--- src/rtl/inst_fetch_if.sv ---
// Fetch-stage bundle: instruction-memory req/ack, decode valid/ready and redirect.
// The master modport is the fetch unit's view; slave is memory/decode/branch side.
interface inst_fetch_if #(
  parameter int Width = 32
);
  logic             imem_req;
  logic [Width-1:0] imem_addr;
  logic             imem_ack;
  logic [Width-1:0] imem_rdata;
  logic             inst_valid;
  logic             inst_ready;
  logic [Width-1:0] Instruction;
  logic [Width-1:0] inst_pc;
  logic             redirect;
  logic [Width-1:0] redirect_pc;

  modport master (
    output imem_req, imem_addr, inst_valid, Instruction, inst_pc,
    input  imem_ack, imem_rdata, inst_ready, redirect, redirect_pc
  );

  modport slave (
    input  imem_req, imem_addr, inst_valid, Instruction, inst_pc,
    output imem_ack, imem_rdata, inst_ready, redirect, redirect_pc
  );
endinterface

--- src/rtl/inst_fetch.sv ---
// Instruction fetch stage: holds the PC, fetches words over req/ack and hands
// them to decode over valid/ready; redirects may land while a request is open.
module inst_fetch #(
  parameter int               Width   = 32,
  parameter logic [Width-1:0] ResetPC = '0
) (
  input  logic         clk,
  input  logic         rst,
  inst_fetch_if.master bus
);

  typedef enum logic [1:0] {IDLE, REQ, VALID, DRAIN} state_t;

  localparam logic [Width-1:0] Step = Width'(4);
  localparam logic [Width-1:0] Mask = ~Width'(3);

  state_t           state_q, state_d;
  logic [Width-1:0] pc_q, pc_d;
  logic [Width-1:0] drain_q, drain_d;
  logic [Width-1:0] instr_q, instr_d;
  logic [Width-1:0] ipc_q, ipc_d;
  logic [Width-1:0] redir_pc;

  assign redir_pc = bus.redirect_pc & Mask;

  always_ff @(posedge clk or posedge rst) begin
    if (rst) begin
      state_q <= IDLE;
      pc_q    <= ResetPC;
      drain_q <= '0;
      instr_q <= '0;
      ipc_q   <= '0;
    end else begin
      state_q <= state_d;
      pc_q    <= pc_d;
      drain_q <= drain_d;
      instr_q <= instr_d;
      ipc_q   <= ipc_d;
    end
  end

  always_comb begin
    state_d = state_q;
    pc_d    = pc_q;
    drain_d = drain_q;
    instr_d = instr_q;
    ipc_d   = ipc_q;
    case (state_q)
      IDLE: begin
        if (bus.redirect) pc_d = redir_pc;
        state_d = REQ;
      end
      REQ: begin
        if (bus.imem_ack) begin
          if (bus.redirect) begin
            pc_d = redir_pc;
          end else begin
            instr_d = bus.imem_rdata;
            ipc_d   = pc_q;
            pc_d    = pc_q + Step;
            state_d = VALID;
          end
        end else if (bus.redirect) begin
          // The open request must still complete at its original address.
          drain_d = pc_q;
          pc_d    = redir_pc;
          state_d = DRAIN;
        end
      end
      VALID: begin
        if (bus.redirect) begin
          pc_d    = redir_pc;
          state_d = REQ;
        end else if (bus.inst_ready) begin
          state_d = REQ;
        end
      end
      DRAIN: begin
        if (bus.redirect) pc_d = redir_pc;
        if (bus.imem_ack) state_d = REQ;
      end
      default: state_d = IDLE;
    endcase
  end

  always_comb begin
    bus.imem_req   = (state_q == REQ) || (state_q == DRAIN);
    bus.imem_addr  = (state_q == DRAIN) ? drain_q : pc_q;
    bus.inst_valid = (state_q == VALID);
  end

  assign bus.Instruction = instr_q;
  assign bus.inst_pc     = ipc_q;

endmodule

--- src/flat_wrapper.sv ---
// flat-port wrapper written by rule: the top's interface ports become plain ports
module inst_fetch_flat 
#(
  parameter int               Width   = 32,
  parameter logic [Width-1:0] ResetPC = '0
)
  (clk, rst, bus_imem_req, bus_imem_addr, bus_inst_valid, bus_Instruction, bus_inst_pc, bus_imem_ack, bus_imem_rdata, bus_inst_ready, bus_redirect, bus_redirect_pc);
  inst_fetch_if #(.Width(Width)) bus_i ();
  input  logic clk;
  input  logic rst;
  output wire logic [$bits(bus_i.imem_req)-1:0] bus_imem_req;
  output wire logic [$bits(bus_i.imem_addr)-1:0] bus_imem_addr;
  output wire logic [$bits(bus_i.inst_valid)-1:0] bus_inst_valid;
  output wire logic [$bits(bus_i.Instruction)-1:0] bus_Instruction;
  output wire logic [$bits(bus_i.inst_pc)-1:0] bus_inst_pc;
  input wire logic [$bits(bus_i.imem_ack)-1:0] bus_imem_ack;
  input wire logic [$bits(bus_i.imem_rdata)-1:0] bus_imem_rdata;
  input wire logic [$bits(bus_i.inst_ready)-1:0] bus_inst_ready;
  input wire logic [$bits(bus_i.redirect)-1:0] bus_redirect;
  input wire logic [$bits(bus_i.redirect_pc)-1:0] bus_redirect_pc;
  assign bus_imem_req = bus_i.imem_req;
  assign bus_imem_addr = bus_i.imem_addr;
  assign bus_inst_valid = bus_i.inst_valid;
  assign bus_Instruction = bus_i.Instruction;
  assign bus_inst_pc = bus_i.inst_pc;
  assign bus_i.imem_ack = bus_imem_ack;
  assign bus_i.imem_rdata = bus_imem_rdata;
  assign bus_i.inst_ready = bus_inst_ready;
  assign bus_i.redirect = bus_redirect;
  assign bus_i.redirect_pc = bus_redirect_pc;
  inst_fetch #(.Width(Width), .ResetPC(ResetPC)) u_core (.clk(clk), .rst(rst), .bus(bus_i));
endmodule
--- config.mk ---
export PLATFORM = sky130hd
export DESIGN_NAME = inst_fetch_flat
export DESIGN_NICKNAME = d
export VERILOG_FILES = /design/src/rtl/inst_fetch_if.sv /design/src/rtl/inst_fetch.sv /design/src/flat_wrapper.sv
export SDC_FILE = /design/constraint.sdc
export NUM_CORES = 1
export LEC_CHECK = 0
export CAP_MARGIN = 5
export CORE_MARGIN = 2
export CORE_UTILIZATION = 35
export DETAILED_ROUTE_END_ITERATION = 12
export PLACE_DENSITY_LB_ADDON = 0.05
export SYNTH_ARGS = -nofsm -noshare
export SYNTH_HDL_FRONTEND = slang
export SYNTH_SLANG_ARGS = --single-unit
--- constraint.sdc ---
create_clock -name clk -period 7.5 [get_ports clk]
set_input_delay 0.75 -clock clk [delete_from_list [all_inputs] [get_ports clk]]
set_output_delay 0.75 -clock clk [all_outputs]
set_load 0.1 [all_outputs]
==> impl_summary.txt, run 1 <==
----------------------------------------------------
[Critical path]
  CP Class ... flip-flop to primary output
  CP Max Fanout ... 32
  Data required time at the worst endpoint ... 6750 ps
  Crit path from ... u_core.state_q[0]$_DFFE_PP0P_
  CP max-delay cell ... sky130_fd_sc_hd__clkdlybuf4s50_1
  Critical Path, Cell by Cell ... nand2_1, buf_4, mux2_2, clkdlybuf4s50_1
  Critical register-to-register path startpoint ... u_core.state_q[1]$_DFFE_PP0P_
  Critical path capture point type ... primary output
  Kind of launch point of the worst setup path ... flip-flop
  Stage delay of the slowest cell on the critical path ... 1150 ps
  Worst path arrival time ... 2770 ps

[Final layout]
  Non-Filler Cell Area, Final ... 8348 sq um
  Relative area change from synthesis to final layout ... 42.05%
  Nets ... 694
  Fin cells ... 857
  Most frequent standard cell in the layout excluding fill and tap cells ... sky130_fd_sc_hd__clkdlybuf4s50_1
  Most frequent cells in the layout ... 163 x sky130_fd_sc_hd__clkdlybuf4s50_1, 130 x sky130_fd_sc_hd__dfrtp_1, 128 x sky130_fd_sc_hd__mux2_2
  Ratio of cells with drive above 1 in the final layout ... 26.73%

[Power]
  Gate power share ... 48.4%
  Maximum vdd drop ... 0.0001794 V
  Pwr dens ... 431.5 nW/um^2
  Reg power frac ... 27.4%
  Total chip power ... 3.602 mW
  Switching power of the nets ... 1.694 mW
  Fraction of power consumed by the clock network ... 24.3%
  Fraction of power spent switching nets ... 47.02%
  Total internal power ... 1.909 mW
  Static leakage ... 3.376 nW

[STA]
  Maximum clock rate ... 0.2839 GHz
  Worst slew margin ... 31.73%
  Setup violators final ... 0
  Max Transition Viols Final ... 0
  Final-layout setup total negative slack ... 0 ps
  Time the worst path needs with I/O delays and setup ... 3523 ps
  Post-Route Skew ... 9.830 ps
  Worst-Margin Slew ... 1021 ps
  Number of hold violations in the final report ... 0
  RSZ-0062 raised after global routing ... false
  Final period utilization ... 46.97%
  Final worst slack ... 3977 ps

[Route]
  Remaining antenna violation count ... 0
  Count of TritonRoute iterations in the first routing pass ... 4
  Number of design-rule violations left by the first detailed-router iteration ... 156
  Wirelength per Cell ... 17.19 um
  Total vias in the final route ... 4293
  Total DRC errors in the routed layout ... 0
  Final wirelength ... 14730 um
  Routed vias/inst ... 5.009

[Floorplanning]
  Initial Utilization ... 35.56%
  Number of placement rows ... 47
  Die Y ... 133.6 um
  Total I/O pin count ... 167
  Die outline width ... 133.6 um
  Full die area ... 17840 sq um
  Area of the core region ... 16520 sq um

[Global route]
  Antenna violations before repair ... 1
  Global-route wire length before repair ... 23630 um
  GRT Residual Overflow ... 0
  Vias in the first global route ... 4331
  Pin count of the biggest net entering global routing ... 75
  Total routing resource utilization after global routing ... 17.22%

[Clock tree]
  Clock tree root buffer cell ... sky130_fd_sc_hd__clkbuf_16
  Quantity of hold-fixing buffers added after cts ... 0
  CTS-repair resized insts ... 0
  Number of H-tree levels ... 4
  TritonCTS clock tree ... done
  Worst skew pair latency ... 410 ps
  Clock tree buffer depth ... 2
  CTS buffer count ... 17
  Clock edge transition at the registers on the reported setup and hold paths ... 50 ps
  Post-CTS Setup Repair Bufs ... 0
  Count of clock tree sinks ... 130

[Placement]
  Routability congestion estimate from global placement ... 0.7100
  Placed cell area ... 7719 sq um
  Count of buffers inserted at the top-level ports ... 164
  Dpl cells ... 825
  Detailed Place HPWL ... 9697 um
  Worst slack after detailed placement ... 4105 ps

[Synthesis]
  Mean Syn Cell Area ... 12.61 sq um
  Sequential fraction of the synthesis area ... 55.35%
  Top post-synthesis cells by area ... sky130_fd_sc_hd__dfrtp_1 55%, sky130_fd_sc_hd__mux2_2 25%, sky130_fd_sc_hd__or4_1 2.4%
  Top-area cell type share of the netlist area ... 55.35%
  Nets in the synthesized netlist ... 536
  Synthesized area ... 5877 sq um
  Number of flip-flops and latches in the synthesized netlist ... 130
  Post-synthesis cell count ... 466
  Distinct cells, synth ... 37
  Largest area contributor in the synthesized netlist ... sky130_fd_sc_hd__dfrtp_1
  Total of warnings raised by yosys ... 0

[Worst hold path]
  Min-Delay Startpoint ... u_core.bus.inst_pc[14]$_DFFE_PP0P_
  Worst min-delay path class ... flip-flop to flip-flop

[Job]
  Max-cap check violation count ... 0

[Outcome]
  Run status ... finished clean

----------------------------------------------------
==> critical path, delay by kind of cell (launching register included) <==
| family | cells | cell delay, ps |
|---|---|---|
| multiplexers | 1 | 250 |
| flip-flops | 1 | 420 |
| buffers and inverters | 2 | 1600 |
| AND/OR/NAND/NOR | 1 | 80 |
==> state kept, by name (all words and copies together) (netlist names) <==
signal	cells
u_core.bus.inst_pc	32
u_core.pc_q	32
u_core.drain_q	32
u_core.bus.Instruction	32
u_core.state_q	2
==> layout make-up <==
| cell class | instances | area [sq um] |
|---|---|---|
| Timing Repair Buffer | 170 | 1682 |
| Clock inverter | 10 | 156.4 |
| Fill cell | 1458 | 8177 |
| Sequential cell | 130 | 3253 |
| Multi-Input combinational cell | 299 | 2481 |
| Inverter | 6 | 27.53 |
| Tap cell | 220 | 275.3 |
| Antenna cell | 1 | 2.502 |
| Clock buffer | 21 | 470.5 |
==> stage by stage <==
step / util, % / hold slack, ps
after floorplan: - / 476.7
after global placement: 46.71 / 485.6
after detailed placement: 46.71 / 492.4
after CTS: 50.50 / 505.0
after global routing: 50.50 / 510.3
final: 50.52 / 501.0
==> cell usage after synthesis <==
library cell               count
sky130_fd_sc_hd__buf_2        10
sky130_fd_sc_hd__nor4_1        1
sky130_fd_sc_hd__a31o_2        1
sky130_fd_sc_hd__and4_1        3
sky130_fd_sc_hd__nand4_1      10
sky130_fd_sc_hd__o211ai_1      9
sky130_fd_sc_hd__o311ai_0      1
sky130_fd_sc_hd__or4_1        19
sky130_fd_sc_hd__mux2_2      128
sky130_fd_sc_hd__o41ai_1       1
sky130_fd_sc_hd__o31ai_1       9
sky130_fd_sc_hd__clkbuf_1     13
sky130_fd_sc_hd__xor2_1        4
sky130_fd_sc_hd__or3_1         2
sky130_fd_sc_hd__nand3b_1      1
sky130_fd_sc_hd__and2b_1       1
sky130_fd_sc_hd__nor3b_1       1
sky130_fd_sc_hd__mux2i_1       1
sky130_fd_sc_hd__and3_1        5
sky130_fd_sc_hd__and2_1        3
sky130_fd_sc_hd__nor2b_1       5
sky130_fd_sc_hd__nand4_2       1
sky130_fd_sc_hd__ha_1          1
sky130_fd_sc_hd__buf_1         7
sky130_fd_sc_hd__a31oi_1      10
sky130_fd_sc_hd__and3b_1       1
sky130_fd_sc_hd__dfrtp_1     130
sky130_fd_sc_hd__a21oi_1       1
sky130_fd_sc_hd__o21ai_0      10
sky130_fd_sc_hd__a22oi_1       1
sky130_fd_sc_hd__buf_4         1
sky130_fd_sc_hd__xnor2_1       4
sky130_fd_sc_hd__nand3_1      19
sky130_fd_sc_hd__inv_1         6
sky130_fd_sc_hd__nand2_1      31
sky130_fd_sc_hd__nor2_1       14
sky130_fd_sc_hd__nand4b_1      1
==> per-layer routing <==
layer  global-route usage (%)  share of wire, %
met3                    4.947               5.3
met5                        0                 0
met1                    23.14                46
met4                    6.619               2.0
met2                    26.43                47
==> power by group through the flow <==
stage	sequential (mW)	clock [mW]	combinational [mW]
after global placement	0.989	0	1.75
after floorplan	1.75	0	0.595
after CTS	0.987	0.900	1.76
after detailed placement	0.997	0	1.75
final	0.985	0.875	1.74
after global routing	1.01	0.928	1.79
==> final timing paths <==
check	to	slack, ps	cells past startpoint
worst min-delay path	u_core.bus.inst_pc[14]$_DFFE_PP0P_	500	1
worst max-delay path	bus_imem_addr[9]	3980	4
min in group asynchronous	u_core.bus.Instruction[17]$_DFFE_PP0P_	750	2
max in group asynchronous	u_core.drain_q[19]$_DFFE_PP0P_	5340	3
worst min register to register	u_core.bus.inst_pc[14]$_DFFE_PP0P_	500	1
worst max register to register	u_core.pc_q[21]$_DFF_PP0_	4870	4
==> cells by family after synthesis <==
kind of cell	Yosys count	synth area share, %
AOI/OAI and AO/OA	43	4.875
xor gates and xnor gates	8	1.192
adders and majority gates	1	0.2129
buffers and inverters	37	2.640
DFF	130	55.35
muxes	129	24.70
and+or+nand+nor	118	11.03
(Power assumes the default switching activity.)
==> run 2: changes to the inputs <==
Clock period 7.5 ns to 3.6 ns, I/O delays scaled along.
==> impl_summary.txt, run 2 (synthesis gave the netlist of run 1 again) <==
----------------------------------------------------
[Outcome]
  Run status ... finished clean

[Critical path]
  CP Class ... flip-flop to primary output
  CP Max Fanout ... 19
  Bufs and invs on worst path ... 2
  Stage delay of the slowest cell on the critical path ... 610 ps
  Critical Path, Cell by Cell ... nand2_1, buf_12, mux2_2, buf_4
  Minimum setup slack among reg-to-reg paths ... 1300 ps
  Worst reg2reg path depth ... 5
  Destination of the worst register-to-register timing path ... u_core.pc_q[20]$_DFF_PP0_
  Data required time at the worst endpoint ... 3240 ps
  Worst path arrival time ... 2330 ps
  Critical register-to-register path startpoint ... u_core.pc_q[2]$_DFF_PP0_
  Kind of launch point of the worst setup path ... flip-flop
  CP max-delay cell ... sky130_fd_sc_hd__nand2_1
  Kind of cell adding the most delay to the critical path ... simple AND/OR/NAND/NOR gates
  Critical path capture point type ... primary output

[Worst hold path]
  Min-Delay Startpoint ... bus_redirect
  Hold path endpoint ... u_core.pc_q[12]$_DFF_PP0_
  Cells on Worst Hold Path ... 3
  Worst min-delay path class ... input pin to flip-flop

[STA]
  Maximum clock rate ... 0.3714 GHz
  Setup violators final ... 0
  Time the worst path needs with I/O delays and setup ... 2692 ps
  Worst-Margin Slew ... 1045 ps
  RSZ-0062 raised after global routing ... false
  Worst slew margin ... 30.21%
  Final period utilization ... 74.79%
  Number of hold violations in the final report ... 0
  Post-Route Skew ... 9.479 ps
  Final-layout setup total negative slack ... 0 ps
  Max Transition Viols Final ... 0

[Route]
  Remaining antenna violation count ... 0
  Total vias in the final route ... 4302
  Total DRC errors in the routed layout ... 0
  Number of design-rule violations left by the first detailed-router iteration ... 155
  Count of TritonRoute iterations in the first routing pass ... 4
  Wirelength per Cell ... 17.28 um
  Final wirelength ... 14860 um
  Routed vias/inst ... 5.002

[Final layout]
  FF/Latch Area ... 3253 sq um
  Non-Filler Cell Area, Final ... 8243 sq um
  Count of antenna diodes in the layout ... 0
  Multi-input combinational cell area ... 2481 sq um
  Most frequent cells in the layout ... 131 x sky130_fd_sc_hd__clkdlybuf4s50_1, 130 x sky130_fd_sc_hd__dfrtp_1, 128 x sky130_fd_sc_hd__mux2_2
  Ratio of cells with drive above 1 in the final layout ... 31.87%
  Most frequent standard cell in the layout excluding fill and tap cells ... sky130_fd_sc_hd__clkdlybuf4s50_1
  Fill cells ... 1501
  Relative area change from synthesis to final layout ... 40.26%
  Nets ... 700

[Clock tree]
  CTS buffer count ... 17
  Worst skew pair latency ... 420 ps
  Number of H-tree levels ... 4
  Clock tree root buffer cell ... sky130_fd_sc_hd__clkbuf_16
  CTS-repair resized insts ... 0
  Clock tree buffer depth ... 2
  Clock edge transition at the registers on the reported setup and hold paths ... 60 ps
  Count of clock tree sinks ... 130
  Quantity of hold-fixing buffers added after cts ... 0
  TritonCTS clock tree ... done
  Post-CTS Setup Repair Bufs ... 0

[Floorplanning]
  Die outline width ... 133.6 um
  Area of the core region ... 16520 sq um
  Full die area ... 17840 sq um
  Total I/O pin count ... 167
  Initial Utilization ... 35.56%
  Die Y ... 133.6 um
  Number of placement rows ... 47

[Placement]
  Placed cell area ... 7707 sq um
  Routability congestion estimate from global placement ... 0.7448
  Detailed Place HPWL ... 10240 um
  Count of buffers inserted at the top-level ports ... 164

[Power]
  Static leakage ... 3.401 nW
  Maximum vdd drop ... 0.0004372 V
  Pwr dens ... 880.9 nW/um^2

[Global route]
  Vias in the first global route ... 4475
  Pin count of the biggest net entering global routing ... 48
  GRT Residual Overflow ... 0
  Antenna violations before repair ... 0
  Global-route wire length before repair ... 23800 um
  Total routing resource utilization after global routing ... 17.36%

[Job]
  Max-cap check violation count ... 0

----------------------------------------------------
## run 2: cell count changes in the layout (fill, tap and decap cells not counted)
cell / delta
sky130_fd_sc_hd__buf_4: +36
sky130_fd_sc_hd__diode_2: -1
sky130_fd_sc_hd__clkinv_4: -1
sky130_fd_sc_hd__bufinv_16: -3
sky130_fd_sc_hd__clkbuf_1: +2
sky130_fd_sc_hd__clkinvlp_4: +1
sky130_fd_sc_hd__clkdlybuf4s50_1: -32
sky130_fd_sc_hd__buf_12: +2
sky130_fd_sc_hd__inv_6: -1
## run 2: routing by layer
metal / up-vias / GRT usage, % / routed length [um]
li1: 2035 / - / -
met1: 2137 / 23.01 / 6863
met2: 113 / 27.32 / 6949
met3: 17 / 5.594 / 880
met4: 0 / 5.142 / 165
met5: - / 0 / 0
## run 2: worst max path at each step
stage	depth (start not counted)	from	to
after floorplan	2	u_core.state_q[0]$_DFFE_PP0P_	u_core.state_q[0]$_DFFE_PP0P_
after global placement	6	bus_imem_ack	u_core.pc_q[15]$_DFF_PP0_
after detailed placement	6	bus_imem_ack	u_core.pc_q[15]$_DFF_PP0_
after CTS	4	u_core.state_q[0]$_DFFE_PP0P_	bus_imem_addr[29]
after global routing	4	u_core.state_q[0]$_DFFE_PP0P_	bus_imem_addr[17]
final	4	u_core.state_q[0]$_DFFE_PP0P_	bus_imem_addr[16]
## run 2: stage by stage
stage	utilization [%]	cells	setup slack (ps)	total power, mW	hold slack [ps]
after detailed placement	46.64	831	1134	5.721	491.8
after CTS	49.88	860	880.8	7.335	346.6
after global placement	46.64	831	1170	5.685	485.2
final	49.88	860	907.5	7.261	348.4
after floorplan	-	466	1420	4.894	476.7
after global routing	49.88	860	794.7	7.539	383.2
## run 2: tightest hold or removal path: cells and delay by family
kind / cells / cell delay [ps]
buffers and inverters: 1 / 210
and+or+nand+nor: 2 / 140
## run 2: layout make-up
cell class,count,area share (%)
clock buffers,23,5.798
inverters,6,0.3188
well taps,220,3.339
multi-input cells,299,30.10
repair buffers,176,20.28
flip-flops and latches,130,39.47
clock inverters,6,0.6982
## run 2: power by group
part / internal, mW / switching [mW] / total [mW]
clock: 0.986 / 0.606 / 1.59
sequential: 1.83 / 0.226 / 2.06
combinational: 0.923 / 2.69 / 3.61
total: 3.74 / 3.52 / 7.26
==> run 3: changes to the inputs <==
Clock period 3.6 ns to 2.8 ns, I/O delays scaled along.
==> impl_summary.txt, run 3 (synthesis gave the netlist of run 1 again) <==
----------------------------------------------------
[Clock tree]
  Post-CTS Setup Repair Bufs ... 0
  CTS buffer count ... 17
  Number of H-tree levels ... 4
  Clock tree buffer depth ... 2
  Clock edge transition at the registers on the reported setup and hold paths ... 50 ps
  Quantity of hold-fixing buffers added after cts ... 0
  CTS-repair resized insts ... 0
  Clock tree root buffer cell ... sky130_fd_sc_hd__clkbuf_16
  Count of clock tree sinks ... 130
  TritonCTS clock tree ... done
  Worst skew pair latency ... 410 ps

[Critical path]
  Data required time at the worst endpoint ... 2520 ps
  Critical path capture point type ... primary output
  Worst reg2reg path depth ... 6
  Kind of cell adding the most delay to the critical path ... buffers and inverters
  Destination of the worst register-to-register timing path ... u_core.pc_q[14]$_DFF_PP0_
  Stage delay of the slowest cell on the critical path ... 420 ps
  Critical Path, Cell by Cell ... nand2_1, buf_4, mux2_2, buf_12
  Bufs and invs on worst path ... 2
  CP max-delay cell ... sky130_fd_sc_hd__dfrtp_1
  Minimum setup slack among reg-to-reg paths ... 690 ps
  Worst path arrival time ... 1930 ps
  Critical register-to-register path startpoint ... u_core.pc_q[2]$_DFF_PP0_
  CP Class ... flip-flop to primary output
  CP Max Fanout ... 23
  Kind of launch point of the worst setup path ... flip-flop

[Floorplanning]
  Number of placement rows ... 47
  Die outline width ... 133.6 um
  Total I/O pin count ... 167
  Area of the core region ... 16520 sq um
  Initial Utilization ... 35.56%
  Full die area ... 17840 sq um
  Die Y ... 133.6 um

[Final layout]
  Count of antenna diodes in the layout ... 0
  Non-Filler Cell Area, Final ... 8503 sq um
  Ratio of cells with drive above 1 in the final layout ... 42.39%
  Most frequent cells in the layout ... 130 x sky130_fd_sc_hd__dfrtp_1, 128 x sky130_fd_sc_hd__mux2_2, 78 x sky130_fd_sc_hd__buf_4
  Post-layout util ... 51.46%
  Fill cells ... 1488
  Most frequent standard cell in the layout excluding fill and tap cells ... sky130_fd_sc_hd__dfrtp_1
  Relative area change from synthesis to final layout ... 44.69%
  Nets ... 702

[STA]
  Max Transition Viols Final ... 0
  Number of hold violations in the final report ... 0
  Final period utilization ... 79.07%
  RSZ-0062 raised after global routing ... false
  Worst-Margin Slew ... 500.6 ps
  Final worst slack ... 586.1 ps
  Time the worst path needs with I/O delays and setup ... 2214 ps
  Setup violators final ... 0
  Post-Route Skew ... 6.108 ps
  Final-layout setup total negative slack ... 0 ps
  Worst slew margin ... 66.55%
  Maximum clock rate ... 0.4517 GHz

[Power]
  Maximum vdd drop ... 0.0006711 V
  Switching power of the nets ... 4.580 mW
  Reg power frac ... 27.7%
  Total chip power ... 9.557 mW
  Fraction of power spent switching nets ... 47.92%
  Fraction of power consumed by the clock network ... 21.2%
  Static leakage ... 3.617 nW
  Pwr dens ... 1124 nW/um^2
  Gate power share ... 51.1%
  Total internal power ... 4.977 mW

[Placement]
  Worst slack after detailed placement ... 554.3 ps
  Placed cell area ... 7958 sq um
  Detailed Place HPWL ... 10320 um
  Routability congestion estimate from global placement ... 0.7424
  Count of buffers inserted at the top-level ports ... 164

[Global route]
  GRT Residual Overflow ... 0
  Pin count of the biggest net entering global routing ... 75
  Vias in the first global route ... 4502
  Antenna violations before repair ... 1
  Total routing resource utilization after global routing ... 17.51%
  Global-route wire length before repair ... 24230 um

[Route]
  Wirelength per Cell ... 17.12 um
  Number of design-rule violations left by the first detailed-router iteration ... 150
  Final wirelength ... 14790 um
  Total DRC errors in the routed layout ... 0
  Remaining antenna violation count ... 0
  Total vias in the final route ... 4278
  Routed vias/inst ... 4.951
  Count of TritonRoute iterations in the first routing pass ... 4

[Worst hold path]
  Worst min-delay path class ... input pin to async pin

[Job]
  Max-cap check violation count ... 0

[Outcome]
  Run status ... finished clean

----------------------------------------------------
[run 3: area by class of cell]
cell class | count | area (sq um) | area share (%)
clock buffer | 27 | 523.0 | 6.151
clock inverter | 4 | 22.52 | 0.2649
inverter | 6 | 26.28 | 0.3090
multi-input combinational | 299 | 2481 | 29.18
sequential | 130 | 3253 | 38.26
tap | 220 | 275.3 | 3.237
timing repair buffer | 178 | 1922 | 22.60
[run 3: power by group through the flow]
stage	sequential, mW	combinational, mW	clock [mW]
global placement	2.66	4.89	0
CTS	2.66	4.92	2.09
global route	2.72	5.03	2.17
detailed placement	2.68	4.91	0
finish	2.65	4.88	2.03
floorplan	4.70	1.59	0
[run 3: metal layers]
| layer | wire length (um) | track usage (%) | vias to the layer above | share of wire (%) |
|---|---|---|---|---|
| met5 | 0 | 0 | - | 0 |
| met2 | 7032 | 27.38 | 108 | 48 |
| met3 | 887 | 5.213 | 17 | 6.0 |
| li1 | - | - | 2039 | - |
| met4 | 197 | 5.792 | 0 | 1.3 |
| met1 | 6676 | 23.39 | 2114 | 45 |
[run 3: worst max path at each step]
stage | start | end | slack, ps | cells past startpoint
after floorplan | u_core.state_q[0]$_DFFE_PP0P_ | u_core.state_q[0]$_DFFE_PP0P_ | 620 | 2
after global placement | bus_imem_ack | u_core.pc_q[12]$_DFF_PP0_ | 590 | 6
after detailed placement | bus_imem_ack | u_core.pc_q[14]$_DFF_PP0_ | 550 | 6
after CTS | u_core.state_q[1]$_DFFE_PP0P_ | bus_imem_addr[11] | 560 | 4
after global routing | u_core.state_q[1]$_DFFE_PP0P_ | bus_imem_addr[2] | 520 | 4
final | u_core.state_q[1]$_DFFE_PP0P_ | bus_imem_addr[11] | 590 | 4
[run 3: per-stage QoR]
step / hold slack (ps) / std cells
final: 246.1 / 864
after floorplan: 399.9 / 466
after global routing: 262.1 / 864
after detailed placement: 491.8 / 833
after global placement: 485.5 / 833
after CTS: 243.4 / 864
[run 3: worst register-to-register path, delay by kind of cell, from the launching register on]
kind	cells	cell delay (ps)
fa+ha+maj	1	230
simple gates	4	1090
buf+inv	1	280
flops	1	460
